**src/rtl/piano_pkg.sv**
```systemverilog
// piano_pkg
// Shared definitions for the keyboard note path (encoder side and note_decoder).
//   NOTE_W / KEYS / MAP_W : note code width, key count, key-to-code table width
//   TONE_W                : width of the tone half-period counter
//   HALF_PERIOD           : buzzer half-period in cycles of a 100 MHz clock, keys C4..C5
//   KEY_CHZ               : key pitch in centi-hertz, used to derive half-periods
//                           when the clock is not 100 MHz
//   state_t               : note_decoder FSM states
//   mapSlice()            : extracts the code of one key from a packed table
package piano_pkg;

  localparam int NOTE_W = 3;
  localparam int KEYS   = 8;
  localparam int MAP_W  = NOTE_W * KEYS;
  localparam int TONE_W = 18;

  localparam logic [TONE_W-1:0] HALF_PERIOD [KEYS] = '{
    18'd191110, 18'd170265, 18'd151685, 18'd143172,
    18'd127551, 18'd113636, 18'd101239, 18'd95556
  };

  localparam int unsigned KEY_CHZ [KEYS] = '{
    26163, 29366, 32963, 34923, 39200, 44000, 49388, 52325
  };

  typedef enum logic [1:0] {
    IDLE    = 2'd0,
    PLAY    = 2'd1,
    MISS    = 2'd2,
    SUSTAIN = 2'd3
  } state_t;

  function automatic logic [NOTE_W-1:0] mapSlice(input logic [MAP_W-1:0] tableBits,
                                                 input int key);
    return tableBits[NOTE_W*key +: NOTE_W];
  endfunction

  // Half-period for an arbitrary clock; results beyond TONE_W bits wrap,
  // so only clocks up to roughly 130 MHz give sensible tones.
  function automatic logic [TONE_W-1:0] halfForClock(input longint clkHz, input int key);
    longint half;
    half = (clkHz * 100) / (2 * longint'(KEY_CHZ[key]));
    return half[TONE_W-1:0];
  endfunction

endpackage

```
**src/rtl/code_to_key.sv**
```systemverilog
// code_to_key
// Combinational reverse lookup of a note code in the key-to-code table.
//   i_map  : packed table, i_map[3*i +: 3] = code of key i
//   i_code : code to search for
//   o_idx  : lowest key index whose entry equals i_code (0 when no hit)
//   o_hit  : 1 when at least one entry matches
module code_to_key
  import piano_pkg::*;
(
  input  logic [MAP_W-1:0]  i_map,
  input  logic [NOTE_W-1:0] i_code,
  output logic [2:0]        o_idx,
  output logic              o_hit
);

  // Scan from the top key downward so the lowest matching key is the last
  // one written, giving the same priority as the encoder on duplicate codes.
  always_comb begin
    o_idx = '0;
    o_hit = 1'b0;
    for (int i = KEYS - 1; i >= 0; i--) begin
      if (mapSlice(i_map, i) == i_code) begin
        o_idx = 3'(i);
        o_hit = 1'b1;
      end
    end
  end

endmodule

```
**src/rtl/note_decoder.sv**
```systemverilog
// note_decoder
// Turns a note code back into a lit key LED and a square-wave buzzer tone.
// Parameters:
//   CLK_HZ         : system clock frequency; the stored tone table assumes 100 MHz
//   SIM_FAST       : 1 -> half-period of key i is (i+1)*4 cycles
//   SUSTAIN_CYCLES : release sustain length (only with NOTE_DECODER_SUSTAIN_EN)
// Ports:
//   clk, rst_n  : clock, asynchronous active-low reset
//   map         : key-to-code table, map[3*i +: 3] = code of key i
//   note_in     : note code
//   note_valid  : level, high while a note is held
//   key_led     : one-hot lit key, 0 when silent
//   buzzer      : square-wave tone
//   miss        : high while a valid code matches no table entry
//   playing     : high while the buzzer is active
// Optional feature macro: NOTE_DECODER_SUSTAIN_EN adds a SUSTAIN state that keeps
// the last tone sounding for SUSTAIN_CYCLES cycles after release.
module note_decoder
  import piano_pkg::*;
#(
  parameter int CLK_HZ   = 100_000_000,
  parameter int SIM_FAST = 0
`ifdef NOTE_DECODER_SUSTAIN_EN
  , parameter int SUSTAIN_CYCLES = 25_000_000
`endif
) (
  input  logic             clk,
  input  logic             rst_n,
  input  logic [MAP_W-1:0] map,
  input  logic [NOTE_W-1:0] note_in,
  input  logic             note_valid,
  output logic [KEYS-1:0]  key_led,
  output logic             buzzer,
  output logic             miss,
  output logic             playing
);

  localparam bit USE_TABLE = (CLK_HZ == 100_000_000);

  logic              r_valid;
  logic [NOTE_W-1:0] r_code;
  logic [MAP_W-1:0]  r_map;
  state_t            r_state;
  state_t            w_nextState;
  logic [2:0]        r_idx;
  logic [2:0]        w_idx;
  logic              w_hit;
  logic [TONE_W-1:0] r_toneCnt;
  logic              r_buzz;
  logic [TONE_W-1:0] w_halfTab [KEYS];
  logic [TONE_W-1:0] w_halfM1;
  logic              w_curActive;
  logic              w_nextActive;

  // Input stage: everything downstream works on registered copies.
  always_ff @(posedge clk or negedge rst_n) begin
    if (!rst_n) begin
      r_valid <= 1'b0;
      r_code  <= '0;
      r_map   <= '0;
    end else begin
      r_valid <= note_valid;
      r_code  <= note_in;
      r_map   <= map;
    end
  end

  code_to_key u_codeToKey (
    .i_map  (r_map),
    .i_code (r_code),
    .o_idx  (w_idx),
    .o_hit  (w_hit)
  );

  // Per-key half-periods resolved at elaboration time.
  for (genvar k = 0; k < KEYS; k++) begin : g_half
    if (SIM_FAST != 0) begin : g_fast
      assign w_halfTab[k] = TONE_W'((k + 1) * 4);
    end else if (USE_TABLE) begin : g_table
      assign w_halfTab[k] = HALF_PERIOD[k];
    end else begin : g_derived
      assign w_halfTab[k] = halfForClock(longint'(CLK_HZ), k);
    end
  end

  assign w_halfM1 = w_halfTab[r_idx] - TONE_W'(1);

`ifdef NOTE_DECODER_SUSTAIN_EN
  localparam int SUS_W = (SUSTAIN_CYCLES > 1) ? $clog2(SUSTAIN_CYCLES) : 1;
  logic [SUS_W-1:0] r_susCnt;
  logic             w_susDone;

  assign w_susDone = (r_susCnt == SUS_W'(SUSTAIN_CYCLES - 1));

  // Counts cycles spent in SUSTAIN; it is zero whenever SUSTAIN is entered.
  always_ff @(posedge clk or negedge rst_n) begin
    if (!rst_n) begin
      r_susCnt <= '0;
    end else if (r_state == SUSTAIN && w_nextState == SUSTAIN) begin
      r_susCnt <= r_susCnt + SUS_W'(1);
    end else begin
      r_susCnt <= '0;
    end
  end
`endif

  // State register; the key index is captured whenever PLAY is (re)entered or held.
  always_ff @(posedge clk or negedge rst_n) begin
    if (!rst_n) begin
      r_state <= IDLE;
      r_idx   <= '0;
    end else begin
      r_state <= w_nextState;
      if (w_nextState == PLAY) begin
        r_idx <= w_idx;
      end
    end
  end

  // Next-state logic.
  always_comb begin
    w_nextState = r_state;
    unique case (r_state)
      IDLE: begin
        if (r_valid) begin
          w_nextState = w_hit ? PLAY : MISS;
        end
      end
      PLAY: begin
        if (!r_valid) begin
`ifdef NOTE_DECODER_SUSTAIN_EN
          w_nextState = SUSTAIN;
`else
          w_nextState = IDLE;
`endif
        end else if (!w_hit) begin
          w_nextState = MISS;
        end
      end
      MISS: begin
        if (!r_valid) begin
          w_nextState = IDLE;
        end else if (w_hit) begin
          w_nextState = PLAY;
        end
      end
`ifdef NOTE_DECODER_SUSTAIN_EN
      SUSTAIN: begin
        if (r_valid) begin
          w_nextState = w_hit ? PLAY : MISS;
        end else if (w_susDone) begin
          w_nextState = IDLE;
        end
      end
`endif
      default: w_nextState = IDLE;
    endcase
  end

  assign w_curActive  = (r_state == PLAY) || (r_state == SUSTAIN);
  assign w_nextActive = (w_nextState == PLAY) || (w_nextState == SUSTAIN);

  // Tone generator. Going silent clears counter and buzzer together; a new
  // key restarts the count but leaves the buzzer level alone so the output
  // never produces a short glitch pulse at the note change.
  always_ff @(posedge clk or negedge rst_n) begin
    if (!rst_n) begin
      r_toneCnt <= '0;
      r_buzz    <= 1'b0;
    end else if (!w_nextActive) begin
      r_toneCnt <= '0;
      r_buzz    <= 1'b0;
    end else if (!w_curActive || (w_nextState == PLAY && w_idx != r_idx)) begin
      r_toneCnt <= '0;
    end else if (r_toneCnt == w_halfM1) begin
      r_toneCnt <= '0;
      r_buzz    <= ~r_buzz;
    end else begin
      r_toneCnt <= r_toneCnt + TONE_W'(1);
    end
  end

  assign key_led = w_curActive ? (KEYS'(1) << r_idx) : '0;
  assign playing = w_curActive;
  assign miss    = (r_state == MISS);
  assign buzzer  = r_buzz;

endmodule

```
**config.mk**
```make
export PLATFORM = sky130hd
export DESIGN_NAME = note_decoder
export DESIGN_NICKNAME = d
export VERILOG_FILES = /design/src/rtl/piano_pkg.sv /design/src/rtl/code_to_key.sv /design/src/rtl/note_decoder.sv
export SDC_FILE = /design/constraint.sdc
export NUM_CORES = 1
export LEC_CHECK = 0
export CAP_MARGIN = 10
export CORE_ASPECT_RATIO = 0.8
export CORE_MARGIN = 5
export CORE_UTILIZATION = 50
export DETAILED_ROUTE_END_ITERATION = 12
export PLACE_DENSITY = 0.77
export SLEW_MARGIN = 40
export SYNTH_ARGS = -nofsm -noshare
export SYNTH_HDL_FRONTEND = slang
export SYNTH_SLANG_ARGS = --single-unit
```
**constraint.sdc**
```tcl
create_clock -name clk -period 9.1 [get_ports clk]
set_clock_uncertainty 0.2 [all_clocks]
set_input_delay 1.82 -clock clk [delete_from_list [all_inputs] [get_ports clk]]
set_output_delay 1.82 -clock clk [all_outputs]
set_load 0.01 [all_outputs]
```
==> results.py, run 1 <==
metrics = {
    "job": {
        "drv_cap": 0,
    },
    "synthesis": {
        "ys_types": 62,
        "synth_simple_gate_area_share_pct": 24.92,
        "synth_fa_ha_area_share_pct": 3.521,
        "synth_compound_area_share_pct": 10.72,
        "syn-num-nets": 353,
        "ys_seq_elements": 52,
        "yosysWarnings": 0,
        "syn_area_um2": 3198,
        "synth_edf_count": 0,
        "synth-xor-area-share_pct": 13.69,
        "synthCells": 314,
        "synth.area.mux_share_pct": 1.252,
        "synth_top_family_by_area": "simple AND/OR/NAND/NOR gates",
        "synth.avg_cell_area_um2": 10.18,
        "synthFlopType": "dfrtp_1",
        "ys_async_sr_fraction_pct": 100.0,
        "ys_seq_area_share_pct": 40.69,
    },
    "cells_and_area": {
        "final.fill_count": 566,
        "layout_common_cells": "51 x dfrtp_1, 39 x clkdlybuf4s50_1, 28 x xor2_1",
        "finalInstanceArea_um2": 3672,
        "fin_nets": 384,
        "antenna_cells": 0,
        "final_common_cell": "dfrtp_1",
        "area_growth_pct": 14.83,
        "drive_gt1_share_pct": 8.382,
    },
    "timing": {
        "rsz0062_at_grt": "false",
        "relSlewSlack_pct": 55.39,
        "fin_crit_ns": 4.332,
        "drv_slew": 0,
        "period_share_pct": 47.60,
        "fin_tns_setup_ns": 0,
        "fmaxAchievable_mhz": 230.8,
        "hold_viol": 0,
        "tightest_slew_ns": 0.6632,
        "finalSetupViolCount": 0,
    },
    "detailed_routing": {
        "totalWireLength_um": 7331,
        "vias": 2492,
        "drc": 0,
        "drtIter0Drc": 177,
        "wl_per_cell_um": 17.05,
        "drt_pass1_iterations": 5,
        "viasPerCell": 5.795,
        "ant_nets": 0,
    },
    "clocking": {
        "cts_tree": "yes",
        "cts.repair.resized": 0,
        "clkLatencyLatePin_ns": 0.32,
        "cts_max_level": 2,
        "cts_sinks": 52,
        "clk_pin_slew_ns": 0.10,
        "cts_root_buf": "clkbuf_8",
        "cts_made_buffers": 5,
        "clockBufferDepth": 2,
        "hold_buffers": 0,
        "post-cts-setup-buffer-count": 0,
    },
    "floorplanning": {
        "core_area_um2": 6311,
        "dieArea_um2": 8105,
        "ios": 41,
        "die-height_um": 81.53,
        "start_util_pct": 50.67,
        "fp.dieW_um": 99.42,
        "placementRows": 26,
    },
    "grt": {
        "antenna_found_initial": 0,
        "grt_start_max_net_pins": 53,
        "grt-ovfl-total": 0,
        "grt_pass1_vias": 2454,
        "grt_usage_pct": 19.34,
        "grt_pass1_wl_um": 12210,
    },
    "min_path": {
        "hp-class": "reg2reg",
    },
    "critical_path": {
        "worst_ep_required_time_ns": 7.08,
        "r2r-start": "r_idx[0]",
        "crit_path_start_kind": "flop",
        "crit_slowest_cell": "dfrtp_1",
        "startpoint": "r_idx[1]",
        "cp_max_fo": 11,
        "crit_path_end": "key_led[5]",
        "end_kind": "output pin",
        "path_cells": "inv_1 -> ha_1 -> and3_1 -> clkdlybuf4s50_1",
        "path_buf_inv": 2,
        "cp.arrival_ns": 2.31,
        "cp.depth": 4,
        "cpPeakStageDelay_ns": 0.54,
        "crit_type": "reg2out",
        "r2r-end": "r_toneCnt[9]",
        "r2r_cells": 11,
        "cpLargestDelayFamily": "buffers and inverters",
        "ff2ff_setup_slack_ns": 5.33,
    },
    "power_and_ir_drop": {
        "power.leakage_nw": 1.496,
        "power.total_mw": 0.7288,
        "pwr_density_cell_nw_per_um2": 198.5,
        "vdd_ir_drop_max_v": 0.00008541,
    },
    "place": {
        "placedInstanceArea_um2": 3568,
        "gp_congestion": 0.9620,
        "io_buffers": 40,
        "place_hpwl_um": 5382,
    },
    "run_status": {
        "status": "finished clean",
    },
}
-- worst register-to-register path, delay by kind of cell, from the launching register on --
kind,cells,cell delay [ns]
compound gates,2,0.45
fa+ha+maj,2,0.74
buf+inv,1,0.26
flops,1,0.62
simple gates,6,1.42
-- power breakdown --
group	internal (mW)	leakage [nW]	switching (mW)	total (mW)
clock network	0.0582	0.0511	0.0881	0.146
logic	0.133	0.792	0.170	0.303
registers	0.244	0.653	0.0356	0.280
total	0.435	1.50	0.294	0.729
-- through the flow --
| step | std cells | hold WS [ns] | setup slack [ns] | utilization (%) |
|---|---|---|---|---|
| finish | 430 | 0.3685 | 4.768 | 58.19 |
| global route | 430 | 0.4256 | 4.660 | 58.19 |
| CTS | 430 | 0.3731 | 4.782 | 58.09 |
| detailed placement | 422 | 0.3446 | 5.101 | 56.54 |
| global placement | 422 | 0.3269 | 5.182 | 56.50 |
| floorplan | 314 | 0.3397 | 5.799 | - |
-- registers in the layout, indices dropped and copies added (netlist names) --
register / count
r_map: 24
r_toneCnt: 18
r_code: 3
r_idx: 3
r_state: 2
buzzer: 1
r_valid: 1
-- layer usage --
metal  routed length [um]  track usage (%)
met5                    0                0
met4                   90            6.412
met3                  534            5.008
met2                 3199            28.75
met1                 3507            27.54
-- cells in the mapped netlist (all sizes together) (3+ instances only) --
library cell / n / share of area (%)
dfrtp: 52 / 41
xor2: 28 / 7.7
nor3: 27 / 5.3
xnor2: 22 / 6.0
nand2: 16 / 1.9
nand3: 16 / 2.5
and3: 14 / 3.0
buf: 13 / 3.9
nor2: 11 / 1.3
ha: 9 / 3.5
and2: 7 / 1.4
inv: 7 / 0.82
o21ai: 6 / 0.94
a21oi: 5 / 0.90
nand3b: 5 / 1.2
nand4: 5 / 0.98
a211oi: 4 / 0.94
clkbuf: 4 / 0.47
mux2i: 4 / 1.3
nor2b: 4 / 0.78
a21boi: 3 / 0.70
a22oi: 3 / 0.70
nand2b: 3 / 0.59
nor4: 3 / 0.59
o21a: 3 / 0.70
o221ai: 3 / 0.82
or4: 3 / 0.82
-- kinds of logic (layout without fill, tap and decap cells) --
family,Yosys count,count (layout)
AOI/OAI and AO/OA,46,46
xor gates and xnor gates,50,50
adders and majority gates,9,9
buffers and inverters,24,56
DFF,52,52
muxes,4,4
and+or+nand+nor,129,129
-- final cells by class --
| cell class | instances | area, um^2 | share of cell area (%) |
|---|---|---|---|
| clock buffers | 5 | 68.82 | 1.874 |
| inverters | 7 | 26.28 | 0.7155 |
| repair buffers | 41 | 405.4 | 11.04 |
| multi-input cells | 238 | 1735 | 47.26 |
| clock inverters | 3 | 28.78 | 0.7836 |
| flip-flops and latches | 52 | 1303 | 35.47 |
| well taps | 84 | 105.1 | 2.862 |
-- worst min-delay path by stage --
stage | startpoint | end | cells after the start
2_1_floorplan | r_toneCnt[0] | r_toneCnt[0] | 1
3_3_place_gp | buzzer | buzzer | 2
3_5_place_dp | buzzer | buzzer | 2
4_1_cts | buzzer | buzzer | 2
5_1_grt | buzzer | buzzer | 2
6_report | buzzer | buzzer | 2
Note: power is estimated with default switching activity, not from simulation.
==> inputs of run 2 (changes only) <==
- PLACE_DENSITY: 0.77 -> 0.8
- clock period: 9.1 -> 3.7 ns (I/O delays scaled with it)
==> run 2 against run 1 <==
Count of clock-buffer cells in the layout unchanged. Hold slack worse by 0.21 ns. Die area unchanged. Global-route usage down 0.19 points. Wire length down 2.6%. First-iteration DRC count down 37%. Largest power group unchanged. Total power up 150%. Utilization up 0.50 points. Cell count up 1.2%. Non-clock buffer count up 5. Sequential cell count unchanged. Largest cell class unchanged.
==> results.py, run 2 (synthesized netlist as in run 1, its figures left out) <==
metrics = {
    "timing": {
        "hold_viol": 0,
        "rsz0062_at_grt": "false",
        "period_share_pct": 90.13,
        "tightest_slew_ns": 0.6577,
        "fin_crit_ns": 3.335,
        "relSlewSlack_pct": 55.76,
        "fmaxAchievable_mhz": 299.9,
        "fin_tns_setup_ns": 0,
        "hold_slack_ns": 0.1586,
        "setup_ws_ns": 0.3652,
        "finalSetupViolCount": 0,
        "drv_slew": 0,
    },
    "grt": {
        "grt_pass1_wl_um": 12160,
        "grt_pass1_vias": 2456,
        "grt-ovfl-total": 0,
        "grt_usage_pct": 19.15,
        "grt_start_max_net_pins": 36,
        "antenna_found_initial": 0,
    },
    "clocking": {
        "cts_tree": "yes",
        "cts_max_level": 2,
        "cts.repair.resized": 0,
        "cts_made_buffers": 5,
        "clockBufferDepth": 2,
        "cts_sinks": 52,
        "cts_root_buf": "clkbuf_8",
        "clk_pin_slew_ns": 0.10,
        "hold_buffers": 0,
        "clkLatencyLatePin_ns": 0.31,
        "post-cts-setup-buffer-count": 0,
    },
    "critical_path": {
        "end_kind": "flop",
        "worst_ep_required_time_ns": 3.69,
        "crit_path_start_kind": "flop",
        "cp_max_fo": 18,
        "cp.arrival_ns": 3.33,
        "crit_type": "reg2reg",
        "r2r_cells": 12,
    },
    "detailed_routing": {
        "wl_met1_um": 3366,
        "wl_per_cell_um": 16.42,
        "totalWireLength_um": 7141,
        "ant_nets": 0,
        "viasPerCell": 5.710,
        "drc": 0,
        "top_layer": "met4",
        "met2_wirelength_um": 3176,
        "vias": 2484,
        "dr_wl_met3_um": 509,
        "drtIter0Drc": 112,
        "drt_pass1_iterations": 4,
    },
    "run_status": {
        "status": "finished clean",
    },
    "floorplanning": {
        "die-height_um": 81.53,
        "placementRows": 26,
        "dieArea_um2": 8105,
        "ios": 41,
        "start_util_pct": 50.67,
        "fp.dieW_um": 99.42,
        "core_area_um2": 6311,
    },
    "job": {
        "drv_cap": 0,
    },
    "cells_and_area": {
        "final_common_cell": "dfrtp_1",
        "final.fill_count": 552,
        "area_growth_pct": 15.81,
        "fin_nets": 389,
        "largest_reg_flops": 24,
        "regMostFlops": "r_map",
        "stdcell_count": 435,
        "largest_registers": "r_map: 24 flops, r_toneCnt: 18 flops",
        "antenna_cells": 0,
        "drive_gt1_share_pct": 9.117,
        "layout_common_cells": "52 x dfrtp_1, 39 x clkdlybuf4s50_1, 28 x xor2_1",
    },
    "power_and_ir_drop": {
        "power.leakage_nw": 1.520,
        "p_clk_share_pct": 19.3,
        "cellInternalPower_mw": 1.088,
        "vdd_ir_drop_max_v": 0.0002457,
        "pwr_density_cell_nw_per_um2": 488.1,
        "power.switching_mw": 0.7194,
        "power_frac_seq_pct": 35.8,
        "p_sw_share_pct": 39.80,
        "comb_power_share_pct": 44.8,
    },
    "place": {
        "io_buffers": 40,
        "gp_congestion": 0.9219,
        "place_hpwl_um": 5297,
        "post-place-cells": 427,
        "pre_cts_ws_ns": 0.4708,
    },
    "min_path": {
        "hp-class": "in2async",
    },
}
-- run 2: cell types whose count changed in the layout (fill, tap and decap cells not counted) --
| cell | before | now |
|---|---|---|
| dfrtp_1 | 51 | 52 |
| dfrtp_2 | 1 | 0 |
| buf_4 | 2 | 7 |
| nand4bb_1 | 0 | 1 |
| nand4bb_2 | 1 | 0 |
-- run 2: cell type report --
cell class | count | area (um^2) | area share (%)
timing repair buffer | 46 | 442.9 | 11.96
inverter | 7 | 26.28 | 0.7095
multi-input combinational | 238 | 1730 | 46.72
clock buffer | 5 | 68.82 | 1.858
sequential | 52 | 1301 | 35.14
tap | 84 | 105.1 | 2.838
clock inverter | 3 | 28.78 | 0.7770
-- run 2: layer usage --
metal	track usage (%)	vias up
met5	0	-
met4	6.548	0
met3	4.329	10
met2	28.82	92
met1	27.30	1196
li1	-	1186
-- run 2: critical path: stages, from the launching register on --
cell and delay [ns]:
dfrtp_1 0.39, inv_1 0.21, ha_1 0.42, o21ai_0 0.25, ha_1 0.27, xor2_1 0.16, o311ai_0 0.15, a211oi_1 0.28
nor4b_2 0.29, nand4_1 0.13, nand4bb_1 0.11, buf_4 0.25, nor3_1 0.08
-- run 2: stage by stage --
step | power [mW] | cell area (um^2) | util (%)
floorplan | 1.278 | 3198 | -
global placement | 1.428 | 3603 | 57.10
detailed placement | 1.448 | 3603 | 57.10
CTS | 1.803 | 3701 | 58.64
global route | 1.926 | 3704 | 58.68
finish | 1.808 | 3704 | 58.68
-- run 2: worst paths after layout --
check                      slack (ns)      from       endpoint
setup / recovery                 0.37  r_idx[1]  r_toneCnt[14]
hold / removal                   0.16     rst_n      r_map[10]
min in group clk                 0.36    buzzer         buzzer
max in group asynchronous        2.53     rst_n  r_toneCnt[11]
setup reg to reg                 0.37  r_idx[1]  r_toneCnt[14]
hold reg to reg                  0.36    buzzer         buzzer
-- run 2: power groups by stage --
stage               Sequential (mW)  Combinational (mW)  Clock, mW
floorplan                     0.631               0.647          0
global placement              0.656               0.772          0
detailed placement            0.659               0.789          0
CTS                           0.647               0.794      0.362
global route                  0.653               0.882      0.391
finish                        0.648               0.811      0.349
